--- config.mk ---
export PLATFORM = sky130hd
export DESIGN_NAME = mem_port_arbiter_flat
export DESIGN_NICKNAME = d
export VERILOG_FILES = /design/src/rtl/mem_port_arbiter_if.sv /design/src/rtl/mem_port_arbiter.sv /design/src/flat_wrapper.sv
export SDC_FILE = /design/constraint.sdc
export NUM_CORES = 1
export LEC_CHECK = 0
export BUFFER_PORTS_ARGS = -buffer_cell sky130_fd_sc_hd__buf_2
export CAP_MARGIN = 20
export CORE_UTILIZATION = 44
export CTS_BUF_LIST = sky130_fd_sc_hd__clkbuf_8 sky130_fd_sc_hd__clkbuf_16
export DETAILED_ROUTE_END_ITERATION = 6
export PLACE_DENSITY = 0.76
export SLEW_MARGIN = 20
export SYNTH_ARGS = -nofsm -noshare
export SYNTH_HDL_FRONTEND = slang
export SYNTH_SLANG_ARGS = --single-unit
--- constraint.sdc ---
create_clock -name Clk -period 2.36 [get_ports Clk]
set_input_delay 0.118 -clock Clk [delete_from_list [all_inputs] [get_ports Clk]]
set_output_delay 0.118 -clock Clk [all_outputs]
set_load 0.02 [all_outputs]
--- src/rtl/mem_port_arbiter_if.sv ---
// Bus bundle between the core's fetch/data ports, the arbiter and the unified memory.
// The slave modport is the arbiter's view; the master modport is the core/memory side.
interface mem_port_arbiter_if #(
  parameter int WORD_SIZE = 16
);
  logic                 i_req;
  logic [WORD_SIZE-1:0] i_addr;
  logic [WORD_SIZE-1:0] i_rdata;
  logic                 i_done;
  logic                 i_stall;
  logic                 d_req;
  logic                 d_we;
  logic [WORD_SIZE-1:0] d_addr;
  logic [WORD_SIZE-1:0] d_wdata;
  logic [WORD_SIZE-1:0] d_rdata;
  logic                 d_done;
  logic                 d_stall;
  logic                 mem_read;
  logic                 mem_write;
  logic [WORD_SIZE-1:0] mem_addr;
  logic [WORD_SIZE-1:0] mem_wdata;
  logic [WORD_SIZE-1:0] mem_rdata;
  logic                 owner_d;
  logic                 busy;

  modport slave (
    input  i_req, i_addr, d_req, d_we, d_addr, d_wdata, mem_rdata,
    output i_rdata, i_done, i_stall, d_rdata, d_done, d_stall,
           mem_read, mem_write, mem_addr, mem_wdata, owner_d, busy
  );

  modport master (
    output i_req, i_addr, d_req, d_we, d_addr, d_wdata, mem_rdata,
    input  i_rdata, i_done, i_stall, d_rdata, d_done, d_stall,
           mem_read, mem_write, mem_addr, mem_wdata, owner_d, busy
  );
endinterface

--- src/rtl/mem_port_arbiter.sv ---
// Serialises fetch and data accesses onto one multi-cycle single-port memory,
// favouring data but forcing a fetch grant after STARVE_LIMIT consecutive data wins.
module mem_port_arbiter #(
  parameter int WORD_SIZE    = 16,
  parameter int LATENCY      = 2,
  parameter int STARVE_LIMIT = 4
) (
  input  logic                 Clk,
  input  logic                 Reset,
  mem_port_arbiter_if.slave    bus
);

  typedef enum logic [1:0] {
    IDLE   = 2'd0,
    ACCESS = 2'd1,
    RESP   = 2'd2
  } state_t;

  localparam logic [7:0] LAT_M1     = 8'(LATENCY - 1);
  localparam logic [7:0] STARVE_MAX = 8'(STARVE_LIMIT);

  state_t               state_q, state_d;
  logic [7:0]           wait_cnt_q, wait_cnt_d;
  logic [7:0]           starve_cnt_q, starve_cnt_d;
  logic                 we_q, we_d;
  logic                 owner_d_q, owner_d_d;
  logic [WORD_SIZE-1:0] addr_q, addr_d;
  logic [WORD_SIZE-1:0] wdata_q, wdata_d;
  logic [WORD_SIZE-1:0] i_rdata_q, i_rdata_d;
  logic [WORD_SIZE-1:0] d_rdata_q, d_rdata_d;
  logic                 i_done_q, i_done_d;
  logic                 d_done_q, d_done_d;
  logic                 mem_read_q, mem_read_d;
  logic                 mem_write_q, mem_write_d;
  logic                 busy_q, busy_d;
  logic                 fetch_wins_s;

  // Next-state and next-output computation for the arbitration FSM.
  always_comb begin
    state_d      = state_q;
    wait_cnt_d   = wait_cnt_q;
    starve_cnt_d = starve_cnt_q;
    we_d         = we_q;
    owner_d_d    = owner_d_q;
    addr_d       = addr_q;
    wdata_d      = wdata_q;
    i_rdata_d    = i_rdata_q;
    d_rdata_d    = d_rdata_q;
    i_done_d     = 1'b0;
    d_done_d     = 1'b0;
    mem_read_d   = mem_read_q;
    mem_write_d  = mem_write_q;
    fetch_wins_s = bus.i_req && (!bus.d_req || (starve_cnt_q == STARVE_MAX));

    case (state_q)
      IDLE: begin
        if (bus.i_req || bus.d_req) begin
          state_d    = ACCESS;
          wait_cnt_d = LAT_M1;
          if (fetch_wins_s) begin
            owner_d_d    = 1'b0;
            addr_d       = bus.i_addr;
            we_d         = 1'b0;
            wdata_d      = '0;
            mem_read_d   = 1'b1;
            mem_write_d  = 1'b0;
            starve_cnt_d = 8'd0;
          end else begin
            owner_d_d   = 1'b1;
            addr_d      = bus.d_addr;
            we_d        = bus.d_we;
            wdata_d     = bus.d_wdata;
            mem_read_d  = ~bus.d_we;
            mem_write_d = bus.d_we;
            // A data win only counts against fetch if fetch was actually waiting.
            if (bus.i_req && (starve_cnt_q < STARVE_MAX)) begin
              starve_cnt_d = starve_cnt_q + 8'd1;
            end else if (bus.i_req) begin
              starve_cnt_d = starve_cnt_q;
            end else begin
              starve_cnt_d = 8'd0;
            end
          end
        end else begin
          mem_read_d  = 1'b0;
          mem_write_d = 1'b0;
        end
      end
      ACCESS: begin
        if (wait_cnt_q == 8'd0) begin
          state_d     = RESP;
          mem_read_d  = 1'b0;
          mem_write_d = 1'b0;
          i_done_d    = ~owner_d_q;
          d_done_d    = owner_d_q;
          if (!we_q && owner_d_q) begin
            d_rdata_d = bus.mem_rdata;
          end else if (!we_q) begin
            i_rdata_d = bus.mem_rdata;
          end else begin
            d_rdata_d = d_rdata_q;
          end
        end else begin
          wait_cnt_d = wait_cnt_q - 8'd1;
        end
      end
      RESP: begin
        state_d   = IDLE;
        owner_d_d = 1'b0;
      end
      default: begin
        state_d     = IDLE;
        owner_d_d   = 1'b0;
        mem_read_d  = 1'b0;
        mem_write_d = 1'b0;
      end
    endcase

    busy_d = (state_d != IDLE);
  end

  // State, latches and registered outputs; reset aborts any in-flight access.
  always_ff @(posedge Clk or posedge Reset) begin
    if (Reset) begin
      state_q      <= IDLE;
      wait_cnt_q   <= 8'd0;
      starve_cnt_q <= 8'd0;
      we_q         <= 1'b0;
      owner_d_q    <= 1'b0;
      addr_q       <= '0;
      wdata_q      <= '0;
      i_rdata_q    <= '0;
      d_rdata_q    <= '0;
      i_done_q     <= 1'b0;
      d_done_q     <= 1'b0;
      mem_read_q   <= 1'b0;
      mem_write_q  <= 1'b0;
      busy_q       <= 1'b0;
    end else begin
      state_q      <= state_d;
      wait_cnt_q   <= wait_cnt_d;
      starve_cnt_q <= starve_cnt_d;
      we_q         <= we_d;
      owner_d_q    <= owner_d_d;
      addr_q       <= addr_d;
      wdata_q      <= wdata_d;
      i_rdata_q    <= i_rdata_d;
      d_rdata_q    <= d_rdata_d;
      i_done_q     <= i_done_d;
      d_done_q     <= d_done_d;
      mem_read_q   <= mem_read_d;
      mem_write_q  <= mem_write_d;
      busy_q       <= busy_d;
    end
  end

  assign bus.i_rdata   = i_rdata_q;
  assign bus.d_rdata   = d_rdata_q;
  assign bus.i_done    = i_done_q;
  assign bus.d_done    = d_done_q;
  assign bus.i_stall   = bus.i_req & ~i_done_q;
  assign bus.d_stall   = bus.d_req & ~d_done_q;
  assign bus.mem_read  = mem_read_q;
  assign bus.mem_write = mem_write_q;
  assign bus.mem_addr  = addr_q;
  assign bus.mem_wdata = wdata_q;
  assign bus.owner_d   = owner_d_q;
  assign bus.busy      = busy_q;

endmodule

--- src/flat_wrapper.sv ---
// flat-port wrapper written by rule: the top's interface ports become plain ports
module mem_port_arbiter_flat 
#(
  parameter int WORD_SIZE    = 16,
  parameter int LATENCY      = 2,
  parameter int STARVE_LIMIT = 4
)
  (Clk, Reset, bus_i_req, bus_i_addr, bus_d_req, bus_d_we, bus_d_addr, bus_d_wdata, bus_mem_rdata, bus_i_rdata, bus_i_done, bus_i_stall, bus_d_rdata, bus_d_done, bus_d_stall, bus_mem_read, bus_mem_write, bus_mem_addr, bus_mem_wdata, bus_owner_d, bus_busy);
  mem_port_arbiter_if #(.WORD_SIZE(WORD_SIZE)) bus_i ();
  input  logic Clk;
  input  logic Reset;
  input wire logic [$bits(bus_i.i_req)-1:0] bus_i_req;
  input wire logic [$bits(bus_i.i_addr)-1:0] bus_i_addr;
  input wire logic [$bits(bus_i.d_req)-1:0] bus_d_req;
  input wire logic [$bits(bus_i.d_we)-1:0] bus_d_we;
  input wire logic [$bits(bus_i.d_addr)-1:0] bus_d_addr;
  input wire logic [$bits(bus_i.d_wdata)-1:0] bus_d_wdata;
  input wire logic [$bits(bus_i.mem_rdata)-1:0] bus_mem_rdata;
  output wire logic [$bits(bus_i.i_rdata)-1:0] bus_i_rdata;
  output wire logic [$bits(bus_i.i_done)-1:0] bus_i_done;
  output wire logic [$bits(bus_i.i_stall)-1:0] bus_i_stall;
  output wire logic [$bits(bus_i.d_rdata)-1:0] bus_d_rdata;
  output wire logic [$bits(bus_i.d_done)-1:0] bus_d_done;
  output wire logic [$bits(bus_i.d_stall)-1:0] bus_d_stall;
  output wire logic [$bits(bus_i.mem_read)-1:0] bus_mem_read;
  output wire logic [$bits(bus_i.mem_write)-1:0] bus_mem_write;
  output wire logic [$bits(bus_i.mem_addr)-1:0] bus_mem_addr;
  output wire logic [$bits(bus_i.mem_wdata)-1:0] bus_mem_wdata;
  output wire logic [$bits(bus_i.owner_d)-1:0] bus_owner_d;
  output wire logic [$bits(bus_i.busy)-1:0] bus_busy;
  assign bus_i.i_req = bus_i_req;
  assign bus_i.i_addr = bus_i_addr;
  assign bus_i.d_req = bus_d_req;
  assign bus_i.d_we = bus_d_we;
  assign bus_i.d_addr = bus_d_addr;
  assign bus_i.d_wdata = bus_d_wdata;
  assign bus_i.mem_rdata = bus_mem_rdata;
  assign bus_i_rdata = bus_i.i_rdata;
  assign bus_i_done = bus_i.i_done;
  assign bus_i_stall = bus_i.i_stall;
  assign bus_d_rdata = bus_i.d_rdata;
  assign bus_d_done = bus_i.d_done;
  assign bus_d_stall = bus_i.d_stall;
  assign bus_mem_read = bus_i.mem_read;
  assign bus_mem_write = bus_i.mem_write;
  assign bus_mem_addr = bus_i.mem_addr;
  assign bus_mem_wdata = bus_i.mem_wdata;
  assign bus_owner_d = bus_i.owner_d;
  assign bus_busy = bus_i.busy;
  mem_port_arbiter #(.WORD_SIZE(WORD_SIZE), .LATENCY(LATENCY), .STARVE_LIMIT(STARVE_LIMIT)) u_core (.Clk(Clk), .Reset(Reset), .bus(bus_i));
endmodule
==> impl_metrics.py, run 1 <==
metrics = {
    "run_status": {
        "run_status": "complete, no violations",
    },
    "flow_run": {
        "cap_violations": 0,
    },
    "pwr": {
        "total_power_w": 0.002734,
        "p_leak_nw": 2.591,
        "powerDensity_nw_per_um2": 545.1,
        "ir_drop_mv": 0.3283,
    },
    "sta": {
        "hold_viol_final": 0,
        "tightest_slew_ns": 0.7502,
        "slew_viol_final": 0,
        "slew_headroom_pct": 49.88,
        "post-route-period-util_pct": 93.02,
        "finalCriticalPeriod_ns": 2.195,
        "final-setup-viol-count": 0,
        "fin_skew_ns": 0.009707,
        "finalSetupTns_ns": 0,
        "rsz0062_at_grt": "false",
        "timing.fmax_mhz": 455.5,
    },
    "synthesis": {
        "ys_types": 41,
        "netlist_instances": 314,
        "synthArstFlopShare_pct": 100.0,
        "synth_edf_count": 0,
        "syn_area_per_cell_um2": 11.99,
        "synth_fp_nets": 386,
        "ys_ff_latch": 89,
        "ys.flop_type": "dfrtp_1",
        "yosys.area.top_type_share_pct": 59.14,
        "yosys.area.top_type": "dfrtp_1",
        "yosysSeqAreaShare_pct": 59.14,
        "synth_area_leaders": "dfrtp_1, mux2_2, a22o_1, mux2_4, o21ai_0",
        "synth_warnings": 0,
        "synth_area_um2": 3766,
    },
    "global_routing": {
        "grt_pass1_vias": 3263,
        "grt_max_degree": 35,
        "overflow": 0,
        "grt_use_total_pct": 22.63,
        "antenna_found_initial": 0,
        "grt_pass1_wl_mm": 15.45,
    },
    "clock_network": {
        "root_buffer": "clkbuf_8",
        "insertion_delay_ns": 0.34,
        "cts_buffer_depth": 2,
        "ctsHtreeMaxLevel": 3,
        "cts_tree": "done",
        "cts_setup_buffers": 0,
        "clk_pin_slew_ns": 0.09,
        "clock-sinks": 89,
        "numCtsBuffers": 9,
    },
    "setup_path": {
        "worstPathArrival_ns": 2.42,
        "path_buf_inv": 1,
        "cp-start-kind": "flop",
        "required_ns": 2.59,
        "critical_path_class": "flop to flop",
        "crit_slowest_cell": "or3b_2",
        "critPathCaptureType": "flop",
        "cp_top_family": "simple AND/OR/NAND/NOR gates",
        "crit_chain": "inv_1 -> ha_1 -> or3b_2 -> nor3_4 -> nand3b_4 -> mux2_4",
        "critPathMaxStageDelay_ns": 0.53,
        "cp_max_fo": 16,
    },
    "drt": {
        "drtPass1Iterations": 4,
        "dr.first_iter.drc_count": 162,
        "num_vias": 3170,
        "drc": 0,
        "wire_per_inst_um": 16.12,
        "drt_wl_total_mm": 9.542,
        "ant_nets": 0,
        "via_per_inst": 5.355,
    },
    "floorplanning": {
        "std_cell_rows": 33,
        "ios": 141,
        "die_area_um2": 8933,
        "die_h_um": 94.52,
        "start_util_pct": 45.61,
        "dieWidth_um": 94.52,
        "coreArea_um2": 8258,
    },
    "finish": {
        "drive_above_1_share_pct": 42.71,
        "antennaDiodeCount": 0,
        "n_fill_cell": 672,
        "nNetsFinal": 554,
        "area_growth_pct": 33.16,
    },
    "placement": {
        "gp_congestion": 0.8498,
        "place_hpwl_mm": 6.570,
        "port_buffers": 140,
    },
    "worst_hold_path": {
        "hp-class": "input port to flop",
    },
}
## cell families (layout without fill, tap and decap cells)
logic type               count (synthesis)  count (layout)  synth area share (%)
AO/OA/AOI/OAI                           97              97                 16.18
flip-flops                              89              89                 59.14
AND/OR/NAND/NOR                         64              64                 9.169
multiplexers                            34              34                 11.10
buffers and inverters                   25             198                 2.957
adder cells (fa/ha/maj)                  3               3                0.9968
XOR/XNOR                                 2               2                0.4652
## stage by stage
stage	area [µm²]	instances	setup WS (ns)	util, %	hold slack (ns)
after floorplan	3770	314	0.2311	-	0.2507
after global placement	4619	554	0.2261	55.94	0.2713
after detailed placement	4619	554	0.1496	55.94	0.2827
after CTS	5011	592	0.1401	60.68	0.001636
after global routing	5015	592	0.06233	60.73	0.004348
final	5015	592	0.1648	60.73	0.02295
## per-layer routing
layer	track usage [%]	vias up	share of wire, %
met4	10.61	0	2.0
met5	0	-	0
met3	3.704	16	4.6
li1	-	1479	-
met1	27.47	1570	39
met2	39.37	105	54
## placed cells by master (no fill, tap or decap), drive strengths merged
master | synthesis | routed
clkbuf | 12 | 9
nand3b | 1 | 1
nor3b | 1 | 1
nor2b | 2 | 2
o21ai | 29 | 29
a21boi | 3 | 3
or4 | 2 | 2
o22a | 2 | 2
a22o | 19 | 19
nand2b | 2 | 2
a31oi | 18 | 18
nand4 | 2 | 2
a21oi | 22 | 22
or3b | 1 | 1
a21bo | 1 | 1
o31ai | 1 | 1
clkinvlp | 0 | 2
nor3 | 6 | 6
buf | 4 | 151
nor2 | 26 | 26
nand2 | 11 | 11
ha | 3 | 3
o21a | 1 | 1
o21ba | 1 | 1
xnor2 | 1 | 1
xor2 | 1 | 1
nor4bb | 1 | 1
dlygate4sd3 | 0 | 22
nand3 | 1 | 1
mux2 | 32 | 32
nor4 | 4 | 4
clkinv | 0 | 4
or3 | 1 | 1
dfrtp | 89 | 89
inv | 9 | 10
or2 | 1 | 1
and2 | 2 | 2
mux2i | 2 | 2
## synth_stat cells (2+ instances only)
master and number:
nor2_1 26, nor4_1 4, nor2b_1 2, o21ai_0 29, a21oi_1 22, ha_1 3
mux2_4 10, nand4_1 2, buf_2 2, nand2b_1 2, dfrtp_1 89, a22o_1 19
mux2i_1 2, o22a_1 2, nor3_1 5, a31oi_1 18, nand2_1 10, buf_6 2
clkbuf_1 12, inv_1 9, a21boi_0 2, mux2_2 22, and2_1 2
## state kept, by name, indices dropped and copies added, names as in the netlist
signal,flops
u_core.bus.d_rdata,16
u_core.bus.i_rdata,16
u_core.bus.mem_addr,16
u_core.bus.mem_wdata,16
u_core.starve_cnt_q,8
u_core.wait_cnt_q,8
u_core.state_q,2
u_core.bus.busy,1
u_core.bus.d_done,1
u_core.bus.i_done,1
u_core.bus.mem_read,1
u_core.bus.mem_write,1
u_core.bus.owner_d,1
u_core.we_q,1
## area by class of cell
class	instances	area (µm²)	share of cell area, %
Tap cell	105	131.4	2.620
Timing Repair Buffer	173	1016	20.26
Sequential cell	89	2227	44.41
Clock buffer	9	123.9	2.470
Clock inverter	7	47.55	0.9481
Inverter	9	37.54	0.7485
Multi-Input combinational cell	200	1431	28.54
## path summary, 6_finish.rpt
check / startpoint / end / slack (ns) / cells after the start
max: u_core.wait_cnt_q[0] / u_core.bus.d_rdata[15] / 0.16 / 6
min: bus_mem_rdata[4] / u_core.bus.d_rdata[4] / 0.02 / 2
max reg2reg: u_core.wait_cnt_q[0] / u_core.bus.d_rdata[15] / 0.16 / 6
min reg2reg: u_core.bus.i_rdata[11] / u_core.bus.i_rdata[11] / 0.51 / 1
max in group asynchronous: Reset / u_core.bus.mem_addr[11] / 1.14 / 4
min in group asynchronous: Reset / u_core.bus.d_rdata[13] / 0.45 / 3
## power breakdown
part	total, W	switching, W	internal, W	leakage, nW
Combinational	0.000264	0.000142	0.000122	1.37
Sequential	0.00157	0.0000155	0.00155	1.13
Clock	0.000903	0.000521	0.000382	0.0908
## what timing repair did
item                                    in CTS  in global routing
endpoints found under the setup margin       0                  3
hold endpoints to repair                    54                  0
resized for setup                            0                  1
hold buffers                                22                  0
No activity file was read; power rests on OpenSTA's default activity.
==> run 2, diff against run 1 <==
==> constraint.sdc (replaced) <==
create_clock -name Clk -period 2.36 [get_ports Clk]
set_input_delay 0.354 -clock Clk [delete_from_list [all_inputs] [get_ports Clk]]
set_output_delay 0.354 -clock Clk [all_outputs]
set_load 0.02 [all_outputs]
==> impl_metrics.py, run 2 (synthesized netlist as in run 1, its figures left out) <==
metrics = {
    "floorplanning": {
        "start_util_pct": 45.61,
        "std_cell_rows": 33,
        "ios": 141,
        "die_area_um2": 8933,
        "coreArea_um2": 8258,
        "dieWidth_um": 94.52,
        "die_h_um": 94.52,
    },
    "drt": {
        "num_vias": 3081,
        "dr.first_iter.drc_count": 115,
        "ant_nets": 0,
        "drc": 0,
        "via_per_inst": 5.415,
        "drtPass1Iterations": 4,
        "wire_per_inst_um": 15.62,
        "drt_wl_total_mm": 8.889,
    },
    "pwr": {
        "seqPwrFrac_pct": 56.9,
        "ir_drop_mv": 0.2478,
        "p_int_w": 0.002039,
        "switching_power_w": 0.0007149,
        "p_leak_nw": 2.494,
        "total_power_w": 0.002754,
        "power_frac_clock_pct": 34.7,
        "powerDensity_nw_per_um2": 574.7,
        "p_sw_share_pct": 25.96,
        "combinationalPowerShare_pct": 8.4,
    },
    "sta": {
        "post-route-period-util_pct": 94.55,
        "finalSetupTns_ns": 0,
        "slew_viol_final": 0,
        "tightest_slew_ns": 0.7578,
        "fin_skew_ns": 0.01790,
        "rsz0062_at_grt": "false",
        "finalCriticalPeriod_ns": 2.231,
        "final-setup-viol-count": 0,
        "slew_headroom_pct": 49.38,
        "hold_viol_final": 0,
        "timing.fmax_mhz": 448.1,
    },
    "clock_network": {
        "cts_tree": "done",
        "numCtsBuffers": 9,
        "cts_buffer_depth": 2,
        "ctsHtreeMaxLevel": 3,
        "cts_setup_buffers": 0,
        "clk_pin_slew_ns": 0.09,
        "cts_resized": 0,
        "cts_hold_buf": 0,
        "clock-sinks": 89,
        "insertion_delay_ns": 0.36,
        "root_buffer": "clkbuf_8",
    },
    "finish": {
        "final_cell_mix": "buf_2, dfrtp_1, o21ai_0",
        "design_area_um2": 4792,
        "antennaDiodeCount": 0,
        "area_growth_pct": 27.24,
        "n_fill_cell": 723,
        "drive_above_1_share_pct": 44.83,
        "layout_commonest_cell": "buf_2",
        "nNetsFinal": 531,
    },
    "setup_path": {
        "required_ns": 2.60,
        "ff2ff_setup_slack_ns": 0.13,
        "cp-start-kind": "flop",
        "critPathMaxStageDelay_ns": 0.52,
        "crit_slowest_cell": "or3b_2",
        "cp-startpoint": "u_core.wait_cnt_q[0]",
        "timing.rr.end": "u_core.bus.d_rdata[3]",
        "critPathCaptureType": "flop",
        "r2r_cells": 6,
        "worstPathArrival_ns": 2.47,
        "cp_max_fo": 16,
        "timing.rr.start": "u_core.wait_cnt_q[0]",
        "crit_chain": "inv_1 -> ha_1 -> or3b_2 -> nor3_4 -> nand3b_4 -> mux2_4",
        "critPathCapture": "u_core.bus.d_rdata[3]",
        "critical_path_class": "flop to flop",
    },
    "placement": {
        "place_hpwl_mm": 6.474,
        "gp_congestion": 0.8076,
        "place_area_um2": 4612,
        "port_buffers": 140,
    },
    "global_routing": {
        "grt_pass1_vias": 2996,
        "antenna_found_initial": 0,
        "grt_use_total_pct": 20.83,
        "grt_pass1_wl_mm": 14.32,
        "grt_max_degree": 46,
        "overflow": 0,
    },
    "worst_hold_path": {
        "hp-class": "input port to asynchronous set/reset pin",
    },
    "flow_run": {
        "cap_violations": 0,
    },
    "run_status": {
        "run_status": "complete, no violations",
    },
}
-- run 2: changes by cell type in the layout (fill, tap and decap cells not counted) --
cell and delta:
buf_4 -1, inv_6 +1, dlygate4sd3_1 -22, inv_1 -1
-- run 2: power by group through the flow --
stage	Clock [W]	Combinational [W]	Sequential, W
after floorplan	0	0.0000809	0.00163
after global routing	0.00105	0.000253	0.00157
after global placement	0	0.000229	0.00160
final	0.000957	0.000231	0.00157
after detailed placement	0	0.000235	0.00160
after CTS	0.000981	0.000235	0.00157
-- run 2: final cells by class --
class / instances / area [µm²] / area share, %
Clock inverter: 7 / 52.55 / 1.097
Multi-Input combinational cell: 200 / 1431 / 29.87
Timing Repair Buffer: 150 / 788.3 / 16.45
Clock buffer: 9 / 123.9 / 2.585
Inverter: 9 / 37.54 / 0.7833
Sequential cell: 89 / 2227 / 46.48
Tap cell: 105 / 131.4 / 2.742
-- run 2: through the flow --
| stage | cells | worst slack (ns) | hold WS, ns | util, % |
|---|---|---|---|---|
| after CTS | 569 | 0.09238 | 0.1267 | 57.98 |
| after global routing | 569 | 0.008525 | 0.1554 | 58.03 |
| after floorplan | 314 | 0.2311 | 0.4686 | - |
| after global placement | 553 | 0.2153 | 0.4840 | 55.85 |
| final | 569 | 0.1286 | 0.1049 | 58.03 |
| after detailed placement | 553 | 0.1078 | 0.4799 | 55.85 |
-- run 2: how the worst min path moves through the flow --
stage / startpoint / end / slack, ns
6_report: Reset / u_core.bus.i_rdata[13] / 0.10
3_5_place_dp: u_core.bus.mem_write / u_core.bus.mem_write / 0.48
2_1_floorplan: u_core.wait_cnt_q[0] / u_core.wait_cnt_q[0] / 0.47
5_1_grt: Reset / u_core.bus.i_rdata[13] / 0.16
3_3_place_gp: u_core.bus.i_rdata[1] / u_core.bus.i_rdata[1] / 0.48
4_1_cts: Reset / u_core.bus.i_rdata[13] / 0.13
-- run 2: worst max-delay path: cells and delay by family, from the launching register on --
family | cells | cell delay, ns
AND/OR/NAND/NOR | 3 | 1.04
flip-flops | 1 | 0.43
multiplexers | 1 | 0.39
adder cells (fa/ha/maj) | 1 | 0.18
buffers and inverters | 1 | 0.08
-- run 2: layer usage --
| metal | track usage, % | vias to the layer above | share of wire (%) |
|---|---|---|---|
| met3 | 4.106 | 28 | 5.3 |
| met1 | 27.31 | 1510 | 40 |
| li1 | - | 1429 | - |
| met2 | 33.03 | 114 | 52 |
| met5 | 0 | - | 0 |
| met4 | 10.35 | 0 | 3.0 |
==> run 3, diff against run 2 <==
--- a/config.mk
+++ b/config.mk
@@ -7,10 +7,11 @@
 export LEC_CHECK = 0
 export BUFFER_PORTS_ARGS = -buffer_cell sky130_fd_sc_hd__buf_2
 export CAP_MARGIN = 20
-export CORE_UTILIZATION = 44
+export CORE_UTILIZATION = 49
 export CTS_BUF_LIST = sky130_fd_sc_hd__clkbuf_8 sky130_fd_sc_hd__clkbuf_16
 export DETAILED_ROUTE_END_ITERATION = 6
-export PLACE_DENSITY = 0.76
+export MAX_ROUTING_LAYER = met4
+export PLACE_DENSITY = 0.8
 export SLEW_MARGIN = 20
 export SYNTH_ARGS = -nofsm -noshare
 export SYNTH_HDL_FRONTEND = slang
==> constraint.sdc (replaced) <==
create_clock -name Clk -period 2.1 [get_ports Clk]
set_input_delay 0.315 -clock Clk [delete_from_list [all_inputs] [get_ports Clk]]
set_output_delay 0.315 -clock Clk [all_outputs]
set_load 0.02 [all_outputs]
==> impl_metrics.py, run 3 (synthesized netlist as in run 1, its figures left out) <==
metrics = {
    "run_status": {
        "run_status": "complete, no violations",
    },
    "setup_path": {
        "required_ns": 2.33,
        "cp_max_fo": 8,
        "worstPathArrival_ns": 2.31,
        "r2r_cells": 8,
        "crit_chain": "inv_2 -> ha_4 -> or3b_4 -> nor3_4 -> buf_6 -> nand3b_4 -> buf_12 -> mux2_4",
        "critical_path_class": "flop to flop",
        "cp-start-kind": "flop",
        "crit_slowest_cell": "or3b_4",
        "critPathCaptureType": "flop",
        "critPathMaxStageDelay_ns": 0.41,
    },
    "clock_network": {
        "cts_hold_buf": 0,
        "cts_tree": "done",
        "insertion_delay_ns": 0.35,
        "numCtsBuffers": 9,
        "clock-sinks": 89,
        "cts_buffer_depth": 2,
        "clk_pin_slew_ns": 0.10,
        "root_buffer": "clkbuf_8",
        "ctsHtreeMaxLevel": 3,
    },
    "sta": {
        "hold_viol_final": 0,
        "tightest_slew_ns": 0.5037,
        "timing.hold.ws_ns": 0.06499,
        "slew_viol_final": 0,
        "rsz0062_at_grt": "true",
        "post-route-period-util_pct": 99.00,
        "final-setup-viol-count": 0,
        "timing.fmax_mhz": 481.0,
        "finalCriticalPeriod_ns": 2.079,
        "finalWorstSetupSlack_ns": 0.02107,
        "fin_skew_ns": 0.01394,
        "slew_headroom_pct": 65.96,
    },
    "drt": {
        "drc": 0,
        "dr.first_iter.drc_count": 190,
        "num_vias": 3073,
        "ant_nets": 0,
        "drtPass1Iterations": 4,
        "via_per_inst": 5.372,
        "wire_per_inst_um": 16.19,
        "drt_wl_total_mm": 9.261,
    },
    "global_routing": {
        "busiest_layer": "met2",
        "overflow": 0,
        "grt.met2_usage_pct": 41.67,
        "grt_pass1_vias": 3114,
        "met1_usage_pct": 32.56,
        "grt_pass1_wl_mm": 14.85,
        "grt_max_degree": 90,
        "grt_use_total_pct": 25.58,
        "use_met3_pct": 4.845,
        "antenna_found_initial": 0,
    },
    "floorplanning": {
        "start_util_pct": 51.37,
        "ios": 141,
        "die_h_um": 89.67,
        "std_cell_rows": 31,
        "coreArea_um2": 7331,
        "dieWidth_um": 89.67,
        "die_area_um2": 8041,
    },
    "finish": {
        "stdcell_count": 572,
        "final_cell_mix": "buf_2, dfrtp_1, o21ai_0",
        "layout_commonest_cell": "buf_2",
        "nNetsFinal": 540,
        "drive_above_1_share_pct": 46.09,
        "antennaDiodeCount": 0,
        "area_growth_pct": 31.13,
    },
    "placement": {
        "port_buffers": 140,
        "preCtsSetupSlack_ns": -0.05083,
        "place_hpwl_mm": 6.382,
        "placed_cells": 552,
        "gp_congestion": 0.8638,
    },
    "flow_run": {
        "cap_violations": 0,
    },
    "pwr": {
        "p_leak_nw": 2.565,
        "ir_drop_mv": 0.4091,
        "powerDensity_nw_per_um2": 669.2,
    },
    "worst_hold_path": {
        "hp-class": "input port to asynchronous set/reset pin",
    },
}
run 3: changes by cell type in the layout (fill, tap and decap cells not counted), sizes merged:
cell,delta
bufinv,+2
buf,+8
clkinv,-2
clkbuf,+1
run 3: final timing paths:
path | start | to | slack [ns]
setup / recovery | u_core.wait_cnt_q[1] | u_core.bus.d_rdata[1] | 0.02
hold / removal | Reset | u_core.bus.i_rdata[14] | 0.06
setup reg to reg | u_core.wait_cnt_q[1] | u_core.bus.d_rdata[1] | 0.02
hold reg to reg | u_core.bus.i_rdata[9] | u_core.bus.i_rdata[9] | 0.50
max in group asynchronous | Reset | u_core.starve_cnt_q[6] | 1.64
min in group Clk | bus_d_wdata[2] | u_core.bus.mem_wdata[2] | 0.18
run 3: repair_timing:
item | 4_1_cts | 5_1_grt
gates cloned | 0 | 1
pin swaps | 1 | 2
setup endpoints to repair | 17 | 23
buffers inserted | 1 | 2
resized for setup | 0 | 5
run 3: critical path, delay by kind of cell, from the launching register on:
family                     cells  cell delay [ns]
buffers and inverters          3             0.40
and+or+nand+nor                3             0.72
adders and majority gates      1             0.14
DFF                            1             0.39
muxes                          1             0.30
run 3: report_power, final:
group          switching, W  internal (W)
combinational      0.000150      0.000112
sequential        0.0000171       0.00174
clock              0.000611      0.000671
run 3: through the flow:
stage                     cell area, µm²  utilization [%]  power [W]  TNS (ns)
after floorplan                     3772                -   0.001923         0
after global placement              4644            63.36   0.002049         0
after detailed placement            4644            63.36   0.002059   -0.5437
after CTS                           4882            66.60   0.003317         0
after global routing                4938            67.37   0.003442  -0.08744
final                               4938            67.37   0.003305         0
run 3: metal layers:
| layer | wire length [µm] | vias to the layer above |
|---|---|---|
| li1 | - | 1446 |
| met1 | 3945 | 1521 |
| met2 | 4818 | 94 |
| met3 | 349 | 12 |
| met4 | 148 | 0 |
| met5 | 0 | - |
run 3: area by class of cell:
| class | count | area, µm² |
|---|---|---|
| clock buffer | 9 | 123.9 |
| multi-input combinational | 200 | 1443 |
| timing repair buffer | 159 | 889.6 |
| inverter | 9 | 37.54 |
| clock inverter | 7 | 93.84 |
| fill | 554 | 2392 |
| sequential | 89 | 2227 |
| tap | 99 | 123.9 |
